[config.mk]
export PLATFORM = sky130hd
export DESIGN_NAME = sr_latch_pulse_sequencer_flat
export DESIGN_NICKNAME = d
export VERILOG_FILES = /design/src/rtl/sr_latch_pulse_sequencer_if.sv /design/src/rtl/sr_latch_pulse_sequencer.sv /design/src/flat_wrapper.sv
export SDC_FILE = /design/constraint.sdc
export NUM_CORES = 1
export LEC_CHECK = 0
export ABC_CLOCK_PERIOD_IN_PS = 3800
export CAP_MARGIN = 40
export CORE_UTILIZATION = 45
export DETAILED_ROUTE_END_ITERATION = 10
export PLACE_DENSITY_LB_ADDON = 0.08
export SLEW_MARGIN = 20
export SYNTH_ARGS = -nofsm -noshare
export SYNTH_HDL_FRONTEND = slang
export SYNTH_SLANG_ARGS = --single-unit
[constraint.sdc]
create_clock -name clk -period 3.8 [get_ports clk]
set_input_delay 0.76 -clock clk [delete_from_list [all_inputs] [get_ports clk]]
set_output_delay 0.76 -clock clk [all_outputs]
set_load 0.05 [all_outputs]
[src/rtl/sr_latch_pulse_sequencer_if.sv]
// Request/grant handshake between the set/clear requesters and the SR latch pulse sequencer.
interface sr_latch_pulse_sequencer_if;
    logic set_req;
    logic clr_req;
    logic set_ack;
    logic clr_ack;
    logic busy;

    modport master (
        output set_req,
        output clr_req,
        input  set_ack,
        input  clr_ack,
        input  busy
    );

    modport slave (
        input  set_req,
        input  clr_req,
        output set_ack,
        output clr_ack,
        output busy
    );
endinterface

[src/rtl/sr_latch_pulse_sequencer.sv]
// Sequences fixed-width S/R pulses with a guard gap into an external SR latch,
// arbitrates set/clear requests round-robin and checks latch feedback after each pulse.
module sr_latch_pulse_sequencer #(
    parameter int unsigned PULSE_W = 2,
    parameter int unsigned GAP_W   = 3
) (
    input  logic                           clk,
    input  logic                           rst,
    sr_latch_pulse_sequencer_if.slave      req_bus,
    output logic                           s_out,
    output logic                           r_out,
    output logic                           s_n_out,
    output logic                           r_n_out,
    input  logic                           q_fb,
    output logic                           q_exp,
    output logic                           err,
    input  logic                           err_clr
);

    typedef enum logic [1:0] {
        ST_IDLE  = 2'd0,
        ST_PULSE = 2'd1,
        ST_GAP   = 2'd2
    } state_t;

    typedef enum logic {
        GRANT_CLR = 1'b0,
        GRANT_SET = 1'b1
    } grant_t;

    localparam logic [7:0] PULSE_LOAD = 8'(PULSE_W - 1);
    localparam logic [7:0] GAP_LOAD   = 8'(GAP_W - 1);

    state_t     state_r, state_s;
    grant_t     last_grant_r, last_grant_s;
    logic [7:0] cnt_r, cnt_s;
    logic       s_r, s_s;
    logic       r_r, r_s;
    logic       set_ack_r, set_ack_s;
    logic       clr_ack_r, clr_ack_s;
    logic       busy_r, busy_s;
    logic       q_exp_r, q_exp_s;
    logic       err_r, err_s;
    logic       mismatch_s;
    logic       q_meta_r, q_sync_r;

    // Next-state, counter and next-output decode
    always_comb begin
        state_s      = state_r;
        last_grant_s = last_grant_r;
        cnt_s        = cnt_r;
        s_s          = 1'b0;
        r_s          = 1'b0;
        set_ack_s    = 1'b0;
        clr_ack_s    = 1'b0;
        q_exp_s      = q_exp_r;
        mismatch_s   = 1'b0;
        case (state_r)
            ST_IDLE: begin
                // A tie goes to whichever side was not granted last
                if (req_bus.set_req && (!req_bus.clr_req || (last_grant_r == GRANT_CLR))) begin
                    state_s      = ST_PULSE;
                    cnt_s        = PULSE_LOAD;
                    s_s          = 1'b1;
                    set_ack_s    = 1'b1;
                    q_exp_s      = 1'b1;
                    last_grant_s = GRANT_SET;
                end else if (req_bus.clr_req) begin
                    state_s      = ST_PULSE;
                    cnt_s        = PULSE_LOAD;
                    r_s          = 1'b1;
                    clr_ack_s    = 1'b1;
                    q_exp_s      = 1'b0;
                    last_grant_s = GRANT_CLR;
                end else begin
                    state_s = ST_IDLE;
                end
            end
            ST_PULSE: begin
                if (cnt_r == 8'd0) begin
                    state_s = ST_GAP;
                    cnt_s   = GAP_LOAD;
                end else begin
                    cnt_s = cnt_r - 8'd1;
                    s_s   = s_r;
                    r_s   = r_r;
                end
            end
            ST_GAP: begin
                if (cnt_r == 8'd0) begin
                    state_s    = ST_IDLE;
                    mismatch_s = (q_sync_r != q_exp_r);
                end else begin
                    cnt_s = cnt_r - 8'd1;
                end
            end
            default: begin
                state_s = ST_IDLE;
                cnt_s   = 8'd0;
            end
        endcase
        busy_s = (state_s != ST_IDLE);
        if (mismatch_s) begin
            err_s = 1'b1;
        end else if (err_clr) begin
            err_s = 1'b0;
        end else begin
            err_s = err_r;
        end
    end

    // FSM state register
    always_ff @(posedge clk or posedge rst) begin
        if (rst) begin
            state_r <= ST_IDLE;
        end else begin
            state_r <= state_s;
        end
    end

    // Counter, arbitration history and registered outputs
    always_ff @(posedge clk or posedge rst) begin
        if (rst) begin
            last_grant_r <= GRANT_CLR;
            cnt_r        <= 8'd0;
            s_r          <= 1'b0;
            r_r          <= 1'b0;
            set_ack_r    <= 1'b0;
            clr_ack_r    <= 1'b0;
            busy_r       <= 1'b0;
            q_exp_r      <= 1'b0;
            err_r        <= 1'b0;
        end else begin
            last_grant_r <= last_grant_s;
            cnt_r        <= cnt_s;
            s_r          <= s_s;
            r_r          <= r_s;
            set_ack_r    <= set_ack_s;
            clr_ack_r    <= clr_ack_s;
            busy_r       <= busy_s;
            q_exp_r      <= q_exp_s;
            err_r        <= err_s;
        end
    end

    // Two-flop synchronizer for the asynchronous latch feedback
    always_ff @(posedge clk or posedge rst) begin
        if (rst) begin
            q_meta_r <= 1'b0;
            q_sync_r <= 1'b0;
        end else begin
            q_meta_r <= q_fb;
            q_sync_r <= q_meta_r;
        end
    end

    assign s_out           = s_r;
    assign r_out           = r_r;
    assign s_n_out         = ~s_r;
    assign r_n_out         = ~r_r;
    assign req_bus.set_ack = set_ack_r;
    assign req_bus.clr_ack = clr_ack_r;
    assign req_bus.busy    = busy_r;
    assign q_exp           = q_exp_r;
    assign err             = err_r;

endmodule
[src/flat_wrapper.sv]
// flat-port wrapper written by rule: the top's interface ports become plain ports
module sr_latch_pulse_sequencer_flat 
#(
    parameter int unsigned PULSE_W = 2,
    parameter int unsigned GAP_W   = 3
)
  (clk, rst, s_out, r_out, s_n_out, r_n_out, q_fb, q_exp, err, err_clr, req_bus_set_req, req_bus_clr_req, req_bus_set_ack, req_bus_clr_ack, req_bus_busy);
  sr_latch_pulse_sequencer_if req_bus_i ();
  input  logic clk;
  input  logic rst;
  output logic s_out;
  output logic r_out;
  output logic s_n_out;
  output logic r_n_out;
  input  logic q_fb;
  output logic q_exp;
  output logic err;
  input  logic err_clr;
  input wire logic [$bits(req_bus_i.set_req)-1:0] req_bus_set_req;
  input wire logic [$bits(req_bus_i.clr_req)-1:0] req_bus_clr_req;
  output wire logic [$bits(req_bus_i.set_ack)-1:0] req_bus_set_ack;
  output wire logic [$bits(req_bus_i.clr_ack)-1:0] req_bus_clr_ack;
  output wire logic [$bits(req_bus_i.busy)-1:0] req_bus_busy;
  assign req_bus_i.set_req = req_bus_set_req;
  assign req_bus_i.clr_req = req_bus_clr_req;
  assign req_bus_set_ack = req_bus_i.set_ack;
  assign req_bus_clr_ack = req_bus_i.clr_ack;
  assign req_bus_busy = req_bus_i.busy;
  sr_latch_pulse_sequencer #(.PULSE_W(PULSE_W), .GAP_W(GAP_W)) u_core (.clk(clk), .rst(rst), .req_bus(req_bus_i), .s_out(s_out), .r_out(r_out), .s_n_out(s_n_out), .r_n_out(r_n_out), .q_fb(q_fb), .q_exp(q_exp), .err(err), .err_clr(err_clr));
endmodule
==> results of run 1 <==
[synthesized netlist by cell type, drive strengths merged (2+ instances only)]
master and number:
nand3b 2, o21bai 2, a21oi 9, inv 9, buf 3, nor3 4, nor4 4, a21o 2
dfrtp 19, nor2 9, o21ai 8, or4 2, mux2i 2, nand2 7
[state kept, by name, summed over array words and instances, names as in the netlist]
| register | cells |
|---|---|
| u_core.q_sync_r | 1 |
| u_core.req_bus.clr_ack | 1 |
| u_core.cnt_r | 8 |
| u_core.req_bus.busy | 1 |
| u_core.state_r | 2 |
| u_core.s_out | 1 |
| u_core.req_bus.set_ack | 1 |
| u_core.err | 1 |
| u_core.q_meta_r | 1 |
| u_core.r_out | 1 |
| u_core.q_exp | 1 |
[kinds of logic after synthesis]
kind of cell               after synthesis
AOI/OAI and AO/OA                       30
xor gates and xnor gates                 2
adders and majority gates                1
buffers and inverters                   13
DFF                                     19
muxes                                    3
and+or+nand+nor                         35
[power groups by stage]
stage                     sequential [mW]  combinational (mW)  clock [mW]
final                               0.364               0.513      0.0989
after global routing                0.379               0.568       0.112
after CTS                           0.363               0.516       0.104
after detailed placement            0.367               0.513           0
after global placement              0.365               0.505           0
after floorplan                     0.400               0.354           0
[final cells by class]
cell class | count | share of cell area, %
flip-flops and latches | 19 | 40.9
clock buffers | 4 | 2.26
repair buffers | 14 | 12.0
well taps | 27 | 2.90
inverters | 9 | 2.90
multi-input cells | 71 | 39.0
[metal layers]
| layer | wire [um] | track usage, % |
|---|---|---|
| met1 | 916 | 24.2 |
| met2 | 889 | 31.3 |
| met3 | 56 | 2.80 |
| met4 | 13 | 7.35 |
| met5 | 0 | 0 |
[stage by stage]
stage	total power, mW	hold slack, ns
floorplan	0.754	0.331
global placement	0.870	0.341
detailed placement	0.880	0.345
CTS	0.982	0.371
global route	1.06	0.378
finish	0.976	0.366
[worst min path at each step]
stage	start	to	cells past startpoint
final	u_core.q_meta_r	u_core.q_sync_r	0
after global routing	u_core.q_meta_r	u_core.q_sync_r	0
after CTS	u_core.q_meta_r	u_core.q_sync_r	0
after detailed placement	u_core.q_meta_r	u_core.q_sync_r	0
after global placement	u_core.q_meta_r	u_core.q_sync_r	0
after floorplan	u_core.q_meta_r	u_core.q_sync_r	0
==> impl_metrics.xml, run 1 <==
<?xml version="1.0" encoding="UTF-8"?>
<metrics>
  <group name="critical_path">
    <metric name="cp.arrival" unit="ns">1.57</metric>
    <metric name="reg2reg_from" unit="">u_core.cnt_r[0]</metric>
    <metric name="cp_data_required_time" unit="ns">3.04</metric>
    <metric name="r2r_slack" unit="ns">1.84</metric>
    <metric name="worstPathCellList" unit="">clkdlybuf4s50_1</metric>
    <metric name="critical_path_cell_count" unit="">1</metric>
    <metric name="critical_path_class" unit="">reg -&gt; out</metric>
    <metric name="cpLargestDelayFamily" unit="">buffers and inverters</metric>
    <metric name="critical_path.max_stage_delay" unit="ns">0.83</metric>
    <metric name="worst_r2r_endpoint" unit="">u_core.cnt_r[1]</metric>
    <metric name="cp_slowest_cell" unit="">clkdlybuf4s50_1</metric>
    <metric name="critical_path.endpoint_type" unit="">output pin</metric>
    <metric name="startpoint" unit="">u_core.q_exp</metric>
    <metric name="maximum_fanout_along_the_worst_path" unit="">6</metric>
    <metric name="path_buf_inv" unit="">1</metric>
    <metric name="worstSetupStartpointType" unit="">register</metric>
    <metric name="ff2ff_path_depth" unit="">6</metric>
    <metric name="worstSetupEndpoint" unit="">q_exp</metric>
  </group>
  <group name="timing">
    <metric name="setup_viol" unit="">0</metric>
    <metric name="worst_slew_pin_slew" unit="ns">0.698</metric>
    <metric name="timing.final.hold_violations" unit="">0</metric>
    <metric name="fin_worst_setup_slack" unit="ns">1.47</metric>
    <metric name="achievable-frequency" unit="GHz">0.430</metric>
    <metric name="max-slew-margin-rel" unit="%">53.4</metric>
    <metric name="timing.final.crit_share" unit="%">61.2</metric>
    <metric name="fin_setup_tns" unit="ns">0</metric>
    <metric name="timing.clock.skew" unit="ns">0.00491</metric>
    <metric name="max_slew_violation_total_from_the_final_report" unit="">0</metric>
    <metric name="rsz_0062_raised_after_global_routing" unit="">false</metric>
    <metric name="period_minus_slack" unit="ns">2.33</metric>
  </group>
  <group name="drt">
    <metric name="totalWireLength" unit="um">1880</metric>
    <metric name="route.antenna.remaining_nets" unit="">0</metric>
    <metric name="first_drt_pass_iteration_count" unit="">4</metric>
    <metric name="detail_route.iter0.violations" unit="">10</metric>
    <metric name="drt_drc_violations_left" unit="">0</metric>
    <metric name="routed_via_density" unit="">5.50</metric>
    <metric name="wl_per_cell" unit="um">13.0</metric>
    <metric name="route.vias.total" unit="">792</metric>
  </group>
  <group name="place">
    <metric name="worst_slack_at_placement" unit="ns">1.38</metric>
    <metric name="detailed_place.area" unit="um^2">1140</metric>
    <metric name="portBuffers" unit="">14</metric>
    <metric name="dp_cells" unit="">140</metric>
    <metric name="gpl.final_weighted_congestion" unit="">0.864</metric>
    <metric name="post-dp-hpwl" unit="um">1400</metric>
  </group>
  <group name="yosys">
    <metric name="syn-mean-instance-area" unit="um^2">9.58</metric>
    <metric name="main_combinational_cell_family_by_area_after_synthesis" unit="">simple AND/OR/NAND/NOR gates</metric>
    <metric name="synth_adder_area_share" unit="%">1.27</metric>
    <metric name="synth_compound_area_share" unit="%">19.8</metric>
    <metric name="synth.area.mux_share" unit="%">3.17</metric>
    <metric name="synth-edff-count" unit="">0</metric>
    <metric name="most_frequently_used_flop_master_after_synthesis" unit="">dfrtp_1</metric>
    <metric name="synthDominantAreaCellType" unit="">dfrtp_1</metric>
    <metric name="ys_seq_elements" unit="">19</metric>
    <metric name="share_of_the_synthesized_netlist_area_taken_by_xor_and_xnor_gates" unit="%">1.77</metric>
    <metric name="synth-warning-count" unit="">0</metric>
    <metric name="synth_async_sr_flop_share" unit="%">100</metric>
    <metric name="synthesis.nets" unit="">110</metric>
    <metric name="post_synth_instance_area" unit="um^2">987</metric>
    <metric name="synth.area.top_cells" unit="">dfrtp_1 (48%), a21oi_1 (4.6%), o21ai_0 (3.5%)</metric>
    <metric name="fraction_of_the_yosys_area_taken_by_sequential_cells" unit="%">48.2</metric>
    <metric name="postSynthCellCount" unit="">103</metric>
    <metric name="synth_top_area_share" unit="%">48.2</metric>
    <metric name="synth_simple_gate_area_share" unit="%">20.0</metric>
    <metric name="ys_types" unit="">40</metric>
  </group>
  <group name="clock_tree">
    <metric name="worst_setup_hold_path_clk_slew" unit="ns">0.10</metric>
    <metric name="cts.repair.resized" unit="">0</metric>
    <metric name="cts.sinks" unit="">19</metric>
    <metric name="post-cts-setup-buffer-count" unit="">0</metric>
    <metric name="tritoncts" unit="">done</metric>
    <metric name="cts_buffer_count" unit="">3</metric>
    <metric name="clock_tree.htree_level_count" unit="">1</metric>
    <metric name="cts_hold_repair.buffers" unit="">0</metric>
    <metric name="clockRootBuffer" unit="">clkbuf_4</metric>
    <metric name="clock_latency_of_the_later_clocked_register_in_the_worst_skew_pair" unit="ns">0.29</metric>
    <metric name="clockBufferDepth" unit="">2</metric>
  </group>
  <group name="cells_and_area">
    <metric name="final-seq-area" unit="um^2">475</metric>
    <metric name="insertedDiodeCount" unit="">0</metric>
    <metric name="layout_commonest_cell" unit="">dfrtp_1</metric>
    <metric name="final_cell_mix" unit="">dfrtp_1 (19), clkdlybuf4s50_1 (14), nor2_1 (9), inv_1 (9), a21oi_1 (9)</metric>
    <metric name="area_of_combinational_cells_with_multiple_inputs" unit="um^2">454</metric>
    <metric name="final_layout_size_suffix_gt1_share" unit="%">8.55</metric>
    <metric name="area_growth_syn_to_layout" unit="%">17.9</metric>
    <metric name="number_of_cells_in_the_finished_layout_apart_from_fillers" unit="">144</metric>
    <metric name="fin_util" unit="%">58.1</metric>
    <metric name="nFillCells" unit="">178</metric>
    <metric name="num-nets-final" unit="">125</metric>
    <metric name="stdcell_area" unit="um^2">1160</metric>
  </group>
  <group name="floorplan">
    <metric name="die_h" unit="um">48.8</metric>
    <metric name="chipWidth" unit="um">48.8</metric>
    <metric name="initial_utilization" unit="%">49.3</metric>
    <metric name="die-area" unit="um^2">2380</metric>
    <metric name="placeableCoreArea" unit="um^2">2000</metric>
    <metric name="num_io_pins" unit="">15</metric>
    <metric name="rows" unit="">16</metric>
  </group>
  <group name="global_route">
    <metric name="grt_remaining_overflow" unit="">0</metric>
    <metric name="first_global_vias" unit="">753</metric>
    <metric name="grt_start_max_net_pins" unit="">20</metric>
    <metric name="grt_util_all_layers" unit="%">18.7</metric>
    <metric name="grt_first_pass_wirelength" unit="um">3420</metric>
    <metric name="number_of_antenna_violations_at_the_first_check_in_global_routing" unit="">0</metric>
  </group>
  <group name="power">
    <metric name="clock_share_of_power" unit="%">10.1</metric>
    <metric name="power.share.switching" unit="%">46.5</metric>
    <metric name="combPwrFrac" unit="%">52.6</metric>
    <metric name="share_seq_of_total_power" unit="%">37.3</metric>
    <metric name="max-vdd-ir-drop" unit="mV">0.526</metric>
    <metric name="internal_power" unit="mW">0.522</metric>
    <metric name="netSwitchingPower" unit="mW">0.454</metric>
    <metric name="power.density" unit="nW/um^2">839</metric>
    <metric name="static-leakage-power" unit="nW">0.508</metric>
  </group>
  <group name="min_path">
    <metric name="worstHoldPathType" unit="">reg -&gt; reg</metric>
  </group>
  <group name="outcome">
    <metric name="outcome" unit="">completed</metric>
  </group>
  <group name="job">
    <metric name="maxCapViolCount" unit="">0</metric>
  </group>
</metrics>
No activity file was read; power rests on OpenSTA's default activity.
==> inputs of run 2 (changes only) <==
--- a/config.mk
+++ b/config.mk
@@ -5,7 +5,7 @@
 export SDC_FILE = /design/constraint.sdc
 export NUM_CORES = 1
 export LEC_CHECK = 0
-export ABC_CLOCK_PERIOD_IN_PS = 3800
+export ABC_CLOCK_PERIOD_IN_PS = 1900
 export CAP_MARGIN = 40
 export CORE_UTILIZATION = 45
 export DETAILED_ROUTE_END_ITERATION = 10
==> constraint.sdc (replaced) <==
create_clock -name clk -period 1.9 [get_ports clk]
set_input_delay 0.38 -clock clk [delete_from_list [all_inputs] [get_ports clk]]
set_output_delay 0.38 -clock clk [all_outputs]
set_load 0.05 [all_outputs]
==> run 2 against run 1 <==
  * Sequential share of layout area fell by 3.3 points
  * Critical path depth unchanged
  * Count of clock-buffer cells in the layout down 1
  * Combinational power grew 140%
  * Routed wire length up 9.0%
  * Clock skew shrank 0.0033 ns
  * Flip-flop and latch count unchanged
  * Core utilization grew 5.1 points
  * Setup slack worse by 1.4 ns
  * Final cell count increased by 8.3%
  * Total power is 120% higher
  * Register-to-register slack got worse by 1.7 ns
  * Largest cell class unchanged
==> impl_metrics.xml, run 2 (same netlist as run 1, synthesis figures left out) <==
<?xml version="1.0" encoding="UTF-8"?>
<metrics>
  <group name="critical_path">
    <metric name="cp_slowest_cell" unit="">clkdlybuf4s50_1</metric>
    <metric name="worstSetupStartpointType" unit="">register</metric>
    <metric name="reg2reg_from" unit="">u_core.cnt_r[0]</metric>
    <metric name="cp.arrival" unit="ns">1.46</metric>
    <metric name="critical_path.endpoint_type" unit="">output pin</metric>
    <metric name="ff2ff_path_depth" unit="">6</metric>
    <metric name="critical_path_class" unit="">reg -&gt; out</metric>
    <metric name="maximum_fanout_along_the_worst_path" unit="">2</metric>
    <metric name="path_buf_inv" unit="">1</metric>
    <metric name="cp_data_required_time" unit="ns">1.52</metric>
    <metric name="cpLargestDelayFamily" unit="">buffers and inverters</metric>
    <metric name="critical_path_cell_count" unit="">1</metric>
    <metric name="critical_path.max_stage_delay" unit="ns">0.80</metric>
    <metric name="startpoint" unit="">u_core.err</metric>
    <metric name="worstPathCellList" unit="">clkdlybuf4s50_1</metric>
  </group>
  <group name="cells_and_area">
    <metric name="largest_register" unit="">u_core.cnt_r</metric>
    <metric name="area_growth_syn_to_layout" unit="%">28.1</metric>
    <metric name="final_layout_size_suffix_gt1_share" unit="%">20.9</metric>
    <metric name="number_of_flip_flops_under_the_largest_register_name" unit="">8</metric>
    <metric name="insertedDiodeCount" unit="">0</metric>
    <metric name="layout_commonest_cell" unit="">dfrtp_1</metric>
    <metric name="leading_registers_by_flop_count" unit="">u_core.cnt_r (8), u_core.state_r (2)</metric>
    <metric name="final_cell_mix" unit="">dfrtp_1 (19), buf_4 (15)</metric>
    <metric name="nFillCells" unit="">176</metric>
    <metric name="num-nets-final" unit="">137</metric>
  </group>
  <group name="timing">
    <metric name="rsz_0062_raised_after_global_routing" unit="">false</metric>
    <metric name="timing.clock.skew" unit="ns">0.00166</metric>
    <metric name="worst_slew_pin_slew" unit="ns">0.562</metric>
    <metric name="max-slew-margin-rel" unit="%">62.6</metric>
    <metric name="timing.final.crit_share" unit="%">96.7</metric>
    <metric name="period_minus_slack" unit="ns">1.84</metric>
    <metric name="fin_worst_setup_slack" unit="ns">0.0625</metric>
    <metric name="max_slew_violation_total_from_the_final_report" unit="">0</metric>
    <metric name="setup_viol" unit="">0</metric>
    <metric name="achievable-frequency" unit="GHz">0.544</metric>
    <metric name="fin_setup_tns" unit="ns">0</metric>
    <metric name="timing.final.hold_violations" unit="">0</metric>
  </group>
  <group name="drt">
    <metric name="route.vias.total" unit="">845</metric>
    <metric name="routed_via_density" unit="">5.42</metric>
    <metric name="totalWireLength" unit="um">2040</metric>
    <metric name="first_drt_pass_iteration_count" unit="">4</metric>
    <metric name="drt_drc_violations_left" unit="">0</metric>
    <metric name="detail_route.iter0.violations" unit="">19</metric>
    <metric name="wl_per_cell" unit="um">13.1</metric>
    <metric name="route.antenna.remaining_nets" unit="">0</metric>
  </group>
  <group name="place">
    <metric name="portBuffers" unit="">14</metric>
    <metric name="gpl.final_weighted_congestion" unit="">0.871</metric>
    <metric name="worst_slack_at_placement" unit="ns">0.00972</metric>
    <metric name="post-dp-hpwl" unit="um">1480</metric>
  </group>
  <group name="clock_tree">
    <metric name="post-cts-setup-buffer-count" unit="">0</metric>
    <metric name="worst_setup_hold_path_clk_slew" unit="ns">0.11</metric>
    <metric name="cts.sinks" unit="">19</metric>
    <metric name="clock_tree.htree_level_count" unit="">1</metric>
    <metric name="clock_latency_of_the_later_clocked_register_in_the_worst_skew_pair" unit="ns">0.30</metric>
    <metric name="tritoncts" unit="">done</metric>
    <metric name="cts_buffer_count" unit="">3</metric>
    <metric name="clockRootBuffer" unit="">clkbuf_4</metric>
    <metric name="clockBufferDepth" unit="">2</metric>
  </group>
  <group name="job">
    <metric name="maxCapViolCount" unit="">0</metric>
  </group>
  <group name="global_route">
    <metric name="grt_first_pass_wirelength" unit="um">3550</metric>
    <metric name="first_global_vias" unit="">823</metric>
    <metric name="grt_remaining_overflow" unit="">0</metric>
    <metric name="grt_util_all_layers" unit="%">19.2</metric>
    <metric name="number_of_antenna_violations_at_the_first_check_in_global_routing" unit="">0</metric>
    <metric name="grt_start_max_net_pins" unit="">20</metric>
  </group>
  <group name="power">
    <metric name="power.density" unit="nW/um^2">1670</metric>
    <metric name="static-leakage-power" unit="nW">0.602</metric>
    <metric name="max-vdd-ir-drop" unit="mV">1.16</metric>
  </group>
  <group name="floorplan">
    <metric name="placeableCoreArea" unit="um^2">2000</metric>
    <metric name="rows" unit="">16</metric>
    <metric name="num_io_pins" unit="">15</metric>
    <metric name="die_h" unit="um">48.8</metric>
    <metric name="chipWidth" unit="um">48.8</metric>
    <metric name="die-area" unit="um^2">2380</metric>
    <metric name="initial_utilization" unit="%">49.3</metric>
  </group>
  <group name="min_path">
    <metric name="hold_path_cells" unit="">0</metric>
    <metric name="worstHoldPathType" unit="">reg -&gt; reg</metric>
    <metric name="worst_hold_startpoint" unit="">u_core.q_meta_r</metric>
  </group>
  <group name="outcome">
    <metric name="outcome" unit="">completed</metric>
  </group>
</metrics>
[run 2: changes by cell type in the layout (fill, tap and decap cells not counted)]
cell and change:
dlymetal6s2s_1 +2, o21ai_4 +1, clkbuf_1 -1, o21ai_2 -1
or3b_2 -1, clkinv_2 +1, ha_2 +1, clkdlybuf4s50_1 -5
or3b_4 +1, buf_4 +15, ha_1 -1
[run 2: what timing repair did]
action,in CTS,in global routing
endpoints found under the setup margin,0,5
hold buffers,0,0
resized for setup,0,5
[run 2: routing by layer]
metal	vias up	track usage [%]	share of wire, %	wire length (um)
met3	2	5.61	3.2	65
met1	406	23.1	47	964
met4	0	4.41	0.73	15
li1	424	-	-	-
met5	-	0	0	0
met2	13	33.8	49	998
[run 2: area by class of cell]
class                   count  area (um^2)  area share [%]
multi-input cells          71          467            36.9
flip-flops and latches     19          475            37.6
clock inverters             1         5.00           0.396
inverters                   9         33.8            2.67
clock buffers               3         22.5            1.78
well taps                  27         33.8            2.67
repair buffers             26          228            18.0
[run 2: path summary, 6_finish.rpt]
path / slack (ns) / endpoint
max: 0.06 / err
min: 0.37 / u_core.q_sync_r
max reg2reg: 0.15 / u_core.cnt_r[1]
min reg2reg: 0.37 / u_core.q_sync_r
max in group asynchronous: 1.32 / u_core.cnt_r[7]
min in group asynchronous: 0.39 / u_core.cnt_r[3]
[run 2: metrics by stage]
step           hold slack (ns)  std cells  power [mW]  utilization [%]  instance area, um^2
4_1_cts                  0.372        156        2.09             62.3                 1250
3_5_place_dp             0.340        152        1.88             60.9                 1220
2_1_floorplan            0.331        103        1.51                -                  987
5_1_grt                  0.378        156        2.27             63.2                 1260
6_report                 0.369        156        2.11             63.2                 1260
3_3_place_gp             0.343        152        1.86             60.9                 1220
[run 2: power breakdown]
part / internal, mW / leakage [nW] / switching [mW]
clock network: 0.0784 / 0.0177 / 0.124
logic: 0.529 / 0.345 / 0.680
registers: 0.535 / 0.239 / 0.164
total: 1.14 / 0.602 / 0.968
==> inputs of run 3 (changes only) <==
--- a/config.mk
+++ b/config.mk
@@ -5,8 +5,7 @@
 export SDC_FILE = /design/constraint.sdc
 export NUM_CORES = 1
 export LEC_CHECK = 0
-export ABC_CLOCK_PERIOD_IN_PS = 1900
-export CAP_MARGIN = 40
+export ABC_CLOCK_PERIOD_IN_PS = 1800
 export CORE_UTILIZATION = 45
 export DETAILED_ROUTE_END_ITERATION = 10
 export PLACE_DENSITY_LB_ADDON = 0.08
==> constraint.sdc (replaced) <==
create_clock -name clk -period 1.8 [get_ports clk]
set_input_delay 0.36 -clock clk [delete_from_list [all_inputs] [get_ports clk]]
set_output_delay 0.36 -clock clk [all_outputs]
set_load 0.05 [all_outputs]
==> run 3 against run 2 <==
  * Count of clock-buffer cells in the layout increased by 1
  * First-iteration DRC count shrank 42%
  * Sequential power grew 2%
  * Clock skew is 0.0028 ns higher
  * Combinational power grew 18%
  * Final cell count increased by 4.5%
  * Routed wire length is 1.2% lower
  * Design area rose by 4.5%
  * Setup slack about the same
  * Critical endpoint is now u_core.cnt_r[1]
  * Highest routed layer unchanged
==> impl_metrics.xml, run 3 (same netlist as run 1, synthesis figures left out) <==
<?xml version="1.0" encoding="UTF-8"?>
<metrics>
  <group name="outcome">
    <metric name="outcome" unit="">completed</metric>
  </group>
  <group name="critical_path">
    <metric name="cpLargestDelayFamily" unit="">simple AND/OR/NAND/NOR gates</metric>
    <metric name="worstSetupStartpointType" unit="">register</metric>
    <metric name="critical_path.endpoint_type" unit="">register</metric>
    <metric name="critical_path.max_stage_delay" unit="ns">0.61</metric>
    <metric name="worstPathCellList" unit="">or4_4 -&gt; o21ai_4 -&gt; o22ai_1 -&gt; mux2_2</metric>
    <metric name="cp_slowest_cell" unit="">or4_4</metric>
    <metric name="path_buf_inv" unit="">0</metric>
    <metric name="critical_path_class" unit="">reg -&gt; reg</metric>
    <metric name="cp_data_required_time" unit="ns">1.99</metric>
    <metric name="maximum_fanout_along_the_worst_path" unit="">5</metric>
    <metric name="r2r_slack" unit="ns">0.06</metric>
    <metric name="cp.arrival" unit="ns">1.92</metric>
  </group>
  <group name="timing">
    <metric name="setup_viol" unit="">0</metric>
    <metric name="max_slew_violation_total_from_the_final_report" unit="">0</metric>
    <metric name="timing.final.crit_share" unit="%">96.5</metric>
    <metric name="max-slew-margin-rel" unit="%">73.4</metric>
    <metric name="fin_worst_setup_slack" unit="ns">0.0628</metric>
    <metric name="worst_slew_pin_slew" unit="ns">0.395</metric>
    <metric name="achievable-frequency" unit="GHz">0.576</metric>
    <metric name="period_minus_slack" unit="ns">1.74</metric>
    <metric name="timing.clock.skew" unit="ns">0.00450</metric>
    <metric name="timing.final.hold_violations" unit="">0</metric>
  </group>
  <group name="cells_and_area">
    <metric name="num-nets-final" unit="">144</metric>
    <metric name="nFillCells" unit="">166</metric>
    <metric name="fin_util" unit="%">66.0</metric>
    <metric name="number_of_flip_flops_under_the_largest_register_name" unit="">8</metric>
    <metric name="layout_commonest_cell" unit="">buf_4</metric>
    <metric name="area_growth_syn_to_layout" unit="%">33.8</metric>
    <metric name="largest_register" unit="">u_core.cnt_r</metric>
    <metric name="final_cell_mix" unit="">buf_4 (28), dfrtp_1 (19), inv_1 (9)</metric>
    <metric name="leading_registers_by_flop_count" unit="">u_core.cnt_r (8), u_core.state_r (2)</metric>
    <metric name="insertedDiodeCount" unit="">0</metric>
    <metric name="final_layout_size_suffix_gt1_share" unit="%">31.6</metric>
  </group>
  <group name="drt">
    <metric name="first_drt_pass_iteration_count" unit="">4</metric>
    <metric name="detail_route.iter0.violations" unit="">11</metric>
    <metric name="route.antenna.remaining_nets" unit="">0</metric>
    <metric name="routed_via_density" unit="">5.21</metric>
    <metric name="totalWireLength" unit="um">2020</metric>
    <metric name="route.vias.total" unit="">849</metric>
    <metric name="drt_drc_violations_left" unit="">0</metric>
    <metric name="wl_per_cell" unit="um">12.4</metric>
  </group>
  <group name="power">
    <metric name="share_seq_of_total_power" unit="%">30.2</metric>
    <metric name="netSwitchingPower" unit="mW">1.05</metric>
    <metric name="internal_power" unit="mW">1.31</metric>
    <metric name="power.density" unit="nW/um^2">1790</metric>
    <metric name="static-leakage-power" unit="nW">0.617</metric>
    <metric name="combPwrFrac" unit="%">60.6</metric>
    <metric name="max-vdd-ir-drop" unit="mV">1.14</metric>
    <metric name="power.share.switching" unit="%">44.6</metric>
    <metric name="clock_share_of_power" unit="%">9.2</metric>
    <metric name="power.total" unit="mW">2.36</metric>
  </group>
  <group name="clock_tree">
    <metric name="cts.sinks" unit="">19</metric>
    <metric name="clock_latency_of_the_later_clocked_register_in_the_worst_skew_pair" unit="ns">0.30</metric>
    <metric name="clock_tree.htree_level_count" unit="">1</metric>
    <metric name="tritoncts" unit="">done</metric>
    <metric name="clockRootBuffer" unit="">clkbuf_4</metric>
    <metric name="worst_setup_hold_path_clk_slew" unit="ns">0.11</metric>
    <metric name="clockBufferDepth" unit="">2</metric>
    <metric name="cts_buffer_count" unit="">3</metric>
  </group>
  <group name="global_route">
    <metric name="grt_first_pass_wirelength" unit="um">3570</metric>
    <metric name="number_of_antenna_violations_at_the_first_check_in_global_routing" unit="">0</metric>
    <metric name="first_global_vias" unit="">842</metric>
    <metric name="grt_start_max_net_pins" unit="">20</metric>
    <metric name="grt_remaining_overflow" unit="">0</metric>
    <metric name="grt_util_all_layers" unit="%">19.7</metric>
  </group>
  <group name="floorplan">
    <metric name="rows" unit="">16</metric>
    <metric name="die-area" unit="um^2">2380</metric>
    <metric name="placeableCoreArea" unit="um^2">2000</metric>
    <metric name="die_h" unit="um">48.8</metric>
    <metric name="initial_utilization" unit="%">49.3</metric>
    <metric name="num_io_pins" unit="">15</metric>
    <metric name="chipWidth" unit="um">48.8</metric>
  </group>
  <group name="place">
    <metric name="gpl.final_weighted_congestion" unit="">0.813</metric>
    <metric name="post-dp-hpwl" unit="um">1530</metric>
    <metric name="portBuffers" unit="">14</metric>
    <metric name="worst_slack_at_placement" unit="ns">-0.0932</metric>
  </group>
  <group name="min_path">
    <metric name="worstHoldPathType" unit="">reg -&gt; reg</metric>
  </group>
  <group name="job">
    <metric name="maxCapViolCount" unit="">0</metric>
  </group>
</metrics>
[run 3: cell count changes in the layout (fill, tap and decap cells not counted)]
cell,delta
buf_4,+13
clkdlybuf4s50_1,-4
a21oi_1,-2
a21oi_2,+2
dlymetal6s2s_1,-2
nor2_1,-2
nor2_2,+2
clkbuf_1,+1
clkinv_2,-1
ha_1,+1
ha_2,-1
nor4bb_1,-1
nor4bb_4,+1
[run 3: cell type report]
class,instances,area (um^2),area share [%]
Multi-Input combinational cell,71,492,37.2
Sequential cell,19,475,36.0
Timing Repair Buffer,33,260,19.7
Inverter,9,33.8,2.56
Tap cell,27,33.8,2.56
Clock buffer,4,26.3,1.99
[run 3: final timing paths]
check                                 from  cells past startpoint               to
setup / recovery           u_core.cnt_r[2]                      4  u_core.cnt_r[1]
setup reg to reg           u_core.cnt_r[2]                      4  u_core.cnt_r[1]
max in group asynchronous              rst                      3       u_core.err
hold reg to reg            u_core.q_meta_r                      0  u_core.q_sync_r
min in group asynchronous              rst                      3  u_core.cnt_r[5]
hold / removal             u_core.q_meta_r                      0  u_core.q_sync_r
[run 3: power groups by stage]
stage	registers (mW)	clock network [mW]	logic (mW)
finish	0.713	0.216	1.43
global route	0.739	0.236	1.57
CTS	0.703	0.222	1.36
detailed placement	0.708	0	1.36
global placement	0.706	0	1.35
floorplan	0.845	0	0.747
[run 3: worst register-to-register path: cells and delay by family (launching register included)]
family | cells | cell delay (ns)
AND/OR/NAND/NOR | 1 | 0.61
flip-flops | 1 | 0.44
AO/OA/AOI/OAI | 2 | 0.31
multiplexers | 1 | 0.27
[run 3: through the flow]
| step | cell area (um^2) | std cells | hold WS (ns) | setup TNS [ns] |
|---|---|---|---|---|
| after global placement | 1260 | 159 | 0.344 | -0.0558 |
| after global routing | 1320 | 163 | 0.387 | -0.0328 |
| after CTS | 1280 | 163 | 0.371 | 0 |
| after floorplan | 987 | 103 | 0.311 | 0 |
| final | 1320 | 163 | 0.364 | 0 |
| after detailed placement | 1260 | 159 | 0.340 | -0.0932 |
[run 3: per-layer routing]
metal | wire length [um] | vias to the layer above | global-route usage, %
li1 | - | 435 | -
met1 | 919 | 394 | 25.4
met2 | 978 | 16 | 31.3
met3 | 84 | 4 | 4.67
met4 | 36 | 0 | 9.31
met5 | 0 | - | 0
[run 3: what timing repair did]
action	in CTS	in global routing
pin swaps	1	0
buffers inserted	0	0
gates resized for setup	0	8
hold buffers	0	0
endpoints found under the setup margin	2	11
